**config.mk**
```make
export PLATFORM = sky130hd
export DESIGN_NAME = pcf8575_req_sched
export DESIGN_NICKNAME = d
export VERILOG_FILES = /design/src/rtl/pcf8575_req_sched.sv
export SDC_FILE = /design/constraint.sdc
export NUM_CORES = 1
export LEC_CHECK = 0
export CORE_ASPECT_RATIO = 0.8
export CORE_MARGIN = 3
export CORE_UTILIZATION = 55
export DETAILED_ROUTE_END_ITERATION = 8
export GPL_TIMING_DRIVEN = 0
export PLACE_DENSITY = 0.82
export SETUP_SLACK_MARGIN = 0.02
export SLEW_MARGIN = 20
export SYNTH_ARGS = -nofsm -noshare
export SYNTH_HDL_FRONTEND = slang
export SYNTH_SLANG_ARGS = --single-unit
```
**constraint.sdc**
```tcl
create_clock -name clk -period 2.6 [get_ports clk]
set_input_delay 0.39 -clock clk [delete_from_list [all_inputs] [get_ports clk]]
set_output_delay 0.39 -clock clk [all_outputs]
set_load 0.05 [all_outputs]
```
**src/rtl/pcf8575_req_sched.sv**
```systemverilog
// PCF8575 request scheduler: coalesces host writes and INT/poll reads into engine transactions, retrying NACKs.
// Latency: wr_en/rd_en rise two cycles after a request is latched while idle and the engine is free.
// Backpressure: holds in the request state while busy; at most one outstanding transaction until done.
module pcf8575_req_sched #(
    parameter logic [23:0] POLL_CYCLES = 24'd1000000,
    parameter int unsigned RETRY_MAX   = 2
) (
    input  logic        clk,
    input  logic        rst_n,
    input  logic        host_wr,
    input  logic [15:0] host_wdata,
    input  logic        int_n,
    output logic        wr_en,
    output logic        rd_en,
    output logic [15:0] wdata,
    input  logic        busy,
    input  logic        done,
    input  logic        ack_err,
    input  logic [15:0] rdata,
    output logic [15:0] port_in,
    output logic        in_valid,
    output logic        in_changed,
    output logic        err
);

    typedef enum logic [2:0] {IDLE, WR_REQ, WR_WAIT, RD_REQ, RD_WAIT} state_t;

    localparam logic [7:0]  RETRY_LIM = 8'(RETRY_MAX);
    localparam logic [23:0] POLL_LAST = POLL_CYCLES - 24'd1;

    state_t      state, state_nxt;
    logic        int_s1, int_s2;
    logic        int_req;
    logic        wr_pend, rd_pend, boot_wr;
    logic [15:0] pend_wdata;
    logic [7:0]  retry_cnt;
    logic [23:0] poll_cnt;
    logic        poll_hit;
    logic        can_retry;
    logic        issue_wr, issue_rd;
    logic        wr_ok, rd_ok, wr_retry, rd_retry, wr_drop, rd_drop;

    assign int_req   = ~int_s2;
    assign poll_hit  = (POLL_CYCLES != 24'd0) && (poll_cnt == POLL_LAST);
    assign can_retry = retry_cnt < RETRY_LIM;

    always_ff @(posedge clk or negedge rst_n) begin
        if (!rst_n) begin
            state <= IDLE;
        end else begin
            state <= state_nxt;
        end
    end

    always_comb begin
        state_nxt = state;
        issue_wr  = 1'b0;
        issue_rd  = 1'b0;
        wr_ok     = 1'b0;
        rd_ok     = 1'b0;
        wr_retry  = 1'b0;
        rd_retry  = 1'b0;
        wr_drop   = 1'b0;
        rd_drop   = 1'b0;
        case (state)
            IDLE: begin
                if (wr_pend || boot_wr) begin
                    state_nxt = WR_REQ;
                end else if (rd_pend) begin
                    state_nxt = RD_REQ;
                end
            end
            WR_REQ: begin
                if (!busy) begin
                    issue_wr  = 1'b1;
                    state_nxt = WR_WAIT;
                end
            end
            WR_WAIT: begin
                if (done) begin
                    if (!ack_err) begin
                        wr_ok     = 1'b1;
                        state_nxt = IDLE;
                    end else if (can_retry) begin
                        wr_retry  = 1'b1;
                        state_nxt = WR_REQ;
                    end else begin
                        wr_drop   = 1'b1;
                        state_nxt = IDLE;
                    end
                end
            end
            RD_REQ: begin
                if (!busy) begin
                    issue_rd  = 1'b1;
                    state_nxt = RD_WAIT;
                end
            end
            RD_WAIT: begin
                if (done) begin
                    if (!ack_err) begin
                        rd_ok     = 1'b1;
                        state_nxt = IDLE;
                    end else if (can_retry) begin
                        rd_retry  = 1'b1;
                        state_nxt = RD_REQ;
                    end else begin
                        rd_drop   = 1'b1;
                        state_nxt = IDLE;
                    end
                end
            end
            default: state_nxt = IDLE;
        endcase
    end

    always_ff @(posedge clk or negedge rst_n) begin
        if (!rst_n) begin
            int_s1 <= 1'b1;
            int_s2 <= 1'b1;
        end else begin
            int_s1 <= int_n;
            int_s2 <= int_s1;
        end
    end

    // A host write always wins; a NACK retry restores the in-flight payload unless newer data is waiting.
    always_ff @(posedge clk or negedge rst_n) begin
        if (!rst_n) begin
            wr_pend    <= 1'b0;
            pend_wdata <= 16'hFFFF;
        end else if (host_wr) begin
            wr_pend    <= 1'b1;
            pend_wdata <= host_wdata;
        end else if (wr_retry) begin
            wr_pend <= 1'b1;
            if (!wr_pend) begin
                pend_wdata <= wdata;
            end
        end else if (issue_wr && !boot_wr) begin
            wr_pend <= 1'b0;
        end
    end

    // The post-reset all-inputs write is tracked apart from wr_pend so host data cannot displace it.
    always_ff @(posedge clk or negedge rst_n) begin
        if (!rst_n) begin
            boot_wr <= 1'b1;
            wdata   <= 16'hFFFF;
        end else if (issue_wr) begin
            boot_wr <= 1'b0;
            wdata   <= boot_wr ? 16'hFFFF : pend_wdata;
        end
    end

    // Set beats clear so an INT still active at completion earns one more read.
    always_ff @(posedge clk or negedge rst_n) begin
        if (!rst_n) begin
            rd_pend  <= 1'b0;
            poll_cnt <= 24'd0;
        end else begin
            if (int_req || poll_hit) begin
                rd_pend <= 1'b1;
            end else if (rd_ok || rd_drop) begin
                rd_pend <= 1'b0;
            end
            if (rd_ok || rd_drop) begin
                poll_cnt <= 24'd0;
            end else if ((POLL_CYCLES != 24'd0) && !poll_hit) begin
                poll_cnt <= poll_cnt + 24'd1;
            end
        end
    end

    always_ff @(posedge clk or negedge rst_n) begin
        if (!rst_n) begin
            retry_cnt <= 8'd0;
            err       <= 1'b0;
        end else begin
            if (wr_ok || rd_ok || wr_drop || rd_drop) begin
                retry_cnt <= 8'd0;
            end else if (wr_retry || rd_retry) begin
                retry_cnt <= retry_cnt + 8'd1;
            end
            if (wr_drop || rd_drop) begin
                err <= 1'b1;
            end
        end
    end

    always_ff @(posedge clk or negedge rst_n) begin
        if (!rst_n) begin
            wr_en      <= 1'b0;
            rd_en      <= 1'b0;
            port_in    <= 16'hFFFF;
            in_valid   <= 1'b0;
            in_changed <= 1'b0;
        end else begin
            wr_en      <= issue_wr;
            rd_en      <= issue_rd;
            in_valid   <= rd_ok;
            in_changed <= rd_ok && (rdata != port_in);
            if (rd_ok) begin
                port_in <= rdata;
            end
        end
    end

endmodule

```
==> impl_metrics.ini, run 1 <==
[global_routing]
grt_max_degree = 60
grt_antenna_before_repair = 0
grt_pass1_wl_um = 17020
grt_overflow = 0
grt_pass1_vias = 3410
grtUsageTotal_pct = 23.30

[floorplan]
fp-row-count = 28
die_x_um = 106.6
die_area_um2 = 9224
ios = 76
coreArea_um2 = 7637
dieHeight_um = 86.50
start_util_pct = 58.34

[cts]
clockBufferDepth = 2
ctsRootBufferMaster = clkbuf_8
tritoncts = built
cts.clk_slew.worst_paths_ns = 0.08
cts_buffers = 9
numClockSinks = 93
insertion_delay_ns = 0.35
cts.htree.levels = 3

[routing]
vias = 3481
wl_per_cell_um = 16.26
drt_iter0_drc = 231
drcViolationCount = 0
dr.pass1.iters = 5
viasPerCell = 5.624
drtAntennaViolNets = 0
wl_um = 10060

[setup_path]
slowest_delay_ns = 0.83
crit_family = buffers and inverters
cp.required_ns = 2.21
critical_path_arrival_ns = 1.74
start_kind = flop
crit_path_end_kind = output pin
cp_max_fo = 3
cp_num_buf_inv = 1
path_class = flop to output pin
crit_chain = clkdlybuf4s50_1
slowest_stage = clkdlybuf4s50_1

[synth]
async_flop_share_pct = 100.0
synth_ff_type = dfstp_2
yosys.area.top_type = dfstp_2
synth_edf_count = 0
synthesis.nets = 462
ys_top_cells_by_area = dfstp_2, dfrtp_1, mux2i_1
ys_seq_area_share_pct = 53.66
synth-simple-area-share_pct = 18.53
synth.distinct_cells = 52
synth_top_family_by_area = simple AND/OR/NAND/NOR gates
postSynthCellCount = 421
synth_compound_area_share_pct = 10.36
avgSynthCellArea_um2 = 10.58
synthDominantCellAreaShare_pct = 30.08
synthTopCellsByCount = dfstp_2, nor2_1, dfrtp_1, a21oi_1, nand2_1
syn-cell-area_um2 = 4456
yosys_register_bits = 93
yosys.cell_count.top_type = dfstp_2
synth_warnings = 0
synth_mux_area_share_pct = 8.312
synth-adder-area-share_pct = 0.7863
synth_xor_area_share_pct = 4.914

[power_and_ir_drop]
power_frac_clock_pct = 16.7
peakVddDrop_v = 0.0007190
p_comb_share_pct = 42.3
internal-power_mw = 3.732
net-switching-power_mw = 2.627
swShare_pct = 41.30
p_leak_nw = 2.275
pwr-share-seq_pct = 41.0
powerDensity_nw_per_um2 = 1136

[sta]
slew_headroom_pct = 64.13
period_needed_ns = 2.128
fin_worst_skew_ns = 0.008634
fin_ws_ns = 0.4720
maxSlewViolCount = 0
clock.fmax_ghz = 0.4699
setup_violations = 0
rsz0062_at_grt = no
tightest_slew_ns = 0.5364
hold_viol = 0
finalCritPeriodShare_pct = 81.85

[finish]
antennaDiodeCount = 0
layout.cells.non_filler = 619
drive_above_1_share_pct = 20.82
fillers = 579
area_growth_syn_to_layout_pct = 25.61
fin_nets = 550

[flow_run]
cap_violations = 0

[placed_design]
place_inst = 602
io_buffers = 75
routabilityCongestion = 0.8484
post-dp-hpwl_um = 7196
pre_cts_ws_ns = 0.2439

[status]
status = completed

[worst_hold_path]
hold_class = flop to flop
-- cells in the final DEF, fill, tap and decap left out, drive strengths merged, types with 2 or more instances in the layout --
cell type | Yosys | final
ha | 2 | 2
bufinv | 0 | 2
nand2 | 31 | 31
xnor2 | 21 | 21
nand4 | 13 | 13
nor4b | 2 | 2
buf | 10 | 12
o21ai | 25 | 25
or4 | 8 | 8
nor3 | 9 | 9
nor2 | 49 | 49
clkbuf | 15 | 26
nor4 | 6 | 6
xor2 | 4 | 4
nor2b | 3 | 3
a21oi | 32 | 32
a31o | 2 | 2
o21bai | 3 | 3
dfrtp | 42 | 42
and4 | 5 | 5
a31oi | 3 | 3
and3 | 4 | 4
and2 | 5 | 5
mux2i | 19 | 19
nand3 | 13 | 13
clkdlybuf4s50 | 0 | 74
mux2 | 16 | 16
o31ai | 9 | 9
inv | 4 | 5
dfstp | 51 | 51
a21boi | 2 | 2
nand2b | 2 | 2
-- final cells by class --
| type | count | area (µm²) | share of cell area [%] |
|---|---|---|---|
| Buffer | 25 | 137.6 | 2.459 |
| Clock inverter | 5 | 82.58 | 1.476 |
| Clock buffer | 11 | 141.4 | 2.526 |
| Tap cell | 105 | 131.4 | 2.347 |
| Multi-Input combinational cell | 299 | 1912 | 34.16 |
| Timing Repair Buffer | 77 | 785.8 | 14.04 |
| Inverter | 4 | 15.01 | 0.2683 |
| Sequential cell | 93 | 2391 | 42.72 |
-- layer usage --
metal	wire length (µm)	share of wire (%)	GRT usage, %	vias up
li1	-	-	-	1673
met1	4608	46	32.43	1697
met2	4817	48	37.49	104
met3	584	5.8	5.659	7
met4	54	0.54	5.459	0
met5	0	0	0	-
-- flip-flops by register name (all words and copies together) (netlist names), 3 cells and up --
register and count:
pend_wdata 16, poll_cnt 24, port_in 16, retry_cnt 8, state 3, wdata 16
-- final timing paths --
| check | start | to | slack [ns] | cells after the start |
|---|---|---|---|---|
| max in group asynchronous | rst_n | int_s2 | 1.38 | 3 |
| min in group asynchronous | rst_n | in_valid | 0.53 | 2 |
| max | port_in[4] | port_in[4] | 0.47 | 1 |
| max reg2reg | poll_cnt[0] | poll_cnt[22] | 0.70 | 4 |
| min reg2reg | int_s1 | int_s2 | 0.36 | 0 |
| min | int_s1 | int_s2 | 0.36 | 0 |
-- worst reg2reg max path: cells and delay by family (launching register included) --
kind	cells	cell delay (ns)
and+or+nand+nor	2	1.02
DFF	1	0.42
adders and majority gates	1	0.25
AOI/OAI and AO/OA	1	0.16
-- cells by family after synthesis --
group | after synthesis
and+or+nand+nor | 156
DFF | 93
AOI/OAI and AO/OA | 80
muxes | 35
buffers and inverters | 29
xor gates and xnor gates | 25
adders and majority gates | 3
-- metrics by stage --
stage	hold slack, ns	setup TNS, ns	utilization (%)	instance area [µm²]	total power, mW
2_1_floorplan	0.09441	0	-	4456	4.430
3_3_place_gp	0.3480	-143.26	69.89	5338	5.211
3_5_place_dp	0.3493	0	70.22	5363	5.313
4_1_cts	0.3618	0	73.28	5597	6.391
5_1_grt	0.3677	0	73.28	5597	6.731
6_report	0.3608	0	73.28	5597	6.359
-- power by group through the flow --
stage	clock (mW)	sequential [mW]	combinational (mW)
after floorplan	0	3.38	1.05
after global placement	0	2.58	2.63
after detailed placement	0	2.62	2.70
after CTS	1.09	2.59	2.71
after global routing	1.16	2.68	2.90
final	1.06	2.61	2.69
-- what timing repair did --
action,in CTS,in global routing
hold buffers,1,0
setup buffers,0,0
endpoints found under the setup margin,0,0
gates resized for setup,0,0
hold endpoints to repair,14,0
Note: power is estimated with default switching activity, not from simulation.
==> run 2, diff against run 1 <==
--- a/config.mk
+++ b/config.mk
@@ -7,10 +7,10 @@
 export LEC_CHECK = 0
 export CORE_ASPECT_RATIO = 0.8
 export CORE_MARGIN = 3
-export CORE_UTILIZATION = 55
+export CORE_UTILIZATION = 53
 export DETAILED_ROUTE_END_ITERATION = 8
 export GPL_TIMING_DRIVEN = 0
-export PLACE_DENSITY = 0.82
+export PLACE_DENSITY = 0.8
 export SETUP_SLACK_MARGIN = 0.02
 export SLEW_MARGIN = 20
 export SYNTH_ARGS = -nofsm -noshare
==> constraint.sdc (replaced) <==
create_clock -name clk -period 2.1 [get_ports clk]
set_input_delay 0.315 -clock clk [delete_from_list [all_inputs] [get_ports clk]]
set_output_delay 0.315 -clock clk [all_outputs]
set_load 0.05 [all_outputs]
==> impl_metrics.ini, run 2 (synthesis results as in run 1) <==
[status]
status = completed

[global_routing]
grt_overflow = 0
grt_max_degree = 61
grt_pass1_vias = 3532
grtUsageTotal_pct = 22.63
grt_pass1_wl_um = 17160
grt_antenna_before_repair = 0

[floorplan]
dieHeight_um = 88.01
die_x_um = 108.5
coreArea_um2 = 8055
fp-row-count = 29
die_area_um2 = 9550
ios = 76
start_util_pct = 55.31

[routing]
wl_um = 10150
wl_per_cell_um = 16.32
drtAntennaViolNets = 0
drcViolationCount = 0
viasPerCell = 5.669
dr.pass1.iters = 4
vias = 3526
drt_iter0_drc = 154

[sta]
rsz0062_at_grt = no
tightest_slew_ns = 0.5363
hold_viol = 0
maxSlewViolCount = 0
clock.fmax_ghz = 0.4922
fin_hold_ws_ns = 0.3531
timing.setup.tns_ns = 0
setup_violations = 0
slew_headroom_pct = 64.19
finalCritPeriodShare_pct = 96.74
fin_worst_skew_ns = 0.005953
period_needed_ns = 2.032

[cts]
cts.clk_slew.worst_paths_ns = 0.09
cts_buffers = 9
insertion_delay_ns = 0.36
numClockSinks = 93
ctsRootBufferMaster = clkbuf_8
clockBufferDepth = 2
tritoncts = built
cts.htree.levels = 3

[finish]
stdcell_area_um2 = 5662
fin_nets = 550
layout.cells.non_filler = 622
seqCellArea_um2 = 2391
final_common_cell = dfstp_2
area_growth_syn_to_layout_pct = 27.07
antennaDiodeCount = 0
drive_above_1_share_pct = 21.60
top_register = poll_cnt
multiInputGateArea_um2 = 1918
fillers = 632
largest_register_ff_count = 24
final_cell_mix = dfstp_2, nor2_1, clkdlybuf4s50_1, dfrtp_1

[flow_run]
cap_violations = 0

[worst_hold_path]
holdPathStages = 1
hold_class = primary input to flop

[power_and_ir_drop]
p_leak_nw = 2.621
powerDensity_nw_per_um2 = 1369
peakVddDrop_v = 0.0007572

[setup_path]
crit_path_end_kind = output pin
cp_num_buf_inv = 1
crit_family = buffers and inverters
critical_path_arrival_ns = 1.72
worst-path-stages = 1
start_kind = flop
worst-r2r-cell-count = 7
cp_max_fo = 3
cp.required_ns = 1.78
crit_chain = clkdlybuf4s50_1
path_class = flop to output pin
slowest_stage = clkdlybuf4s50_1
slowest_delay_ns = 0.80

[placed_design]
io_buffers = 75
place_area_um2 = 5366
routabilityCongestion = 0.8100
place_inst = 605
post-dp-hpwl_um = 7380
run 2: changes by cell type in the layout (fill, tap and decap cells not counted), sizes merged:
| cell | change |
|---|---|
| inv | +2 |
| dlymetal6s2s | +30 |
| clkdlybuf4s50 | -30 |
| bufinv | -2 |
run 2: power breakdown:
part	switching, mW	total, mW	leakage [nW]	internal [mW]
logic	2.06	3.34	1.48	1.27
registers	0.611	3.23	1.04	2.62
clock network	0.641	1.19	0.102	0.546
run 2: per-stage QoR:
step	total power, mW	utilization, %	setup WS (ns)
after floorplan	5.485	-	0.4724
after global placement	6.452	66.31	-2.515
after detailed placement	6.604	66.62	-0.2446
after CTS	7.806	69.25	0.02662
after global routing	8.207	70.29	0.02385
final	7.750	70.29	0.06848
run 2: metal layers:
| metal | global-route usage, % | wire [µm] | vias to the layer above |
|---|---|---|---|
| li1 | - | - | 1676 |
| met1 | 30.55 | 4799 | 1757 |
| met2 | 37.46 | 4769 | 81 |
| met3 | 5.969 | 489 | 12 |
| met4 | 4.358 | 95 | 0 |
| met5 | 0 | 0 | - |
run 2: path summary, 6_finish.rpt:
| kind | end | slack [ns] | from |
|---|---|---|---|
| setup reg to reg | pend_wdata[6] | 0.14 | state[2] |
| setup / recovery | wdata[4] | 0.07 | wdata[4] |
| min in group asynchronous | in_valid | 0.43 | rst_n |
| hold reg to reg | int_s2 | 0.36 | int_s1 |
| hold / removal | int_s1 | 0.35 | int_n |
| max in group asynchronous | port_in[7] | 0.98 | rst_n |
run 2: area by class of cell:
type                    count  area share, %
clock inverters             5         0.6851
repair buffers             77          15.20
flip-flops and latches     93          42.23
clock buffers              11          2.873
well taps                 108          2.387
multi-input cells         299          33.88
plain buffers              25          2.475
inverters                   4         0.2652
run 2: timing repair:
item / in CTS / in global routing
gates resized for setup: 0 / 35
endpoints found under the setup margin: 0 / 43
endpoints found under the hold margin: 11 / 0
hold buffers: 1 / 0
buffers inserted: 0 / 0
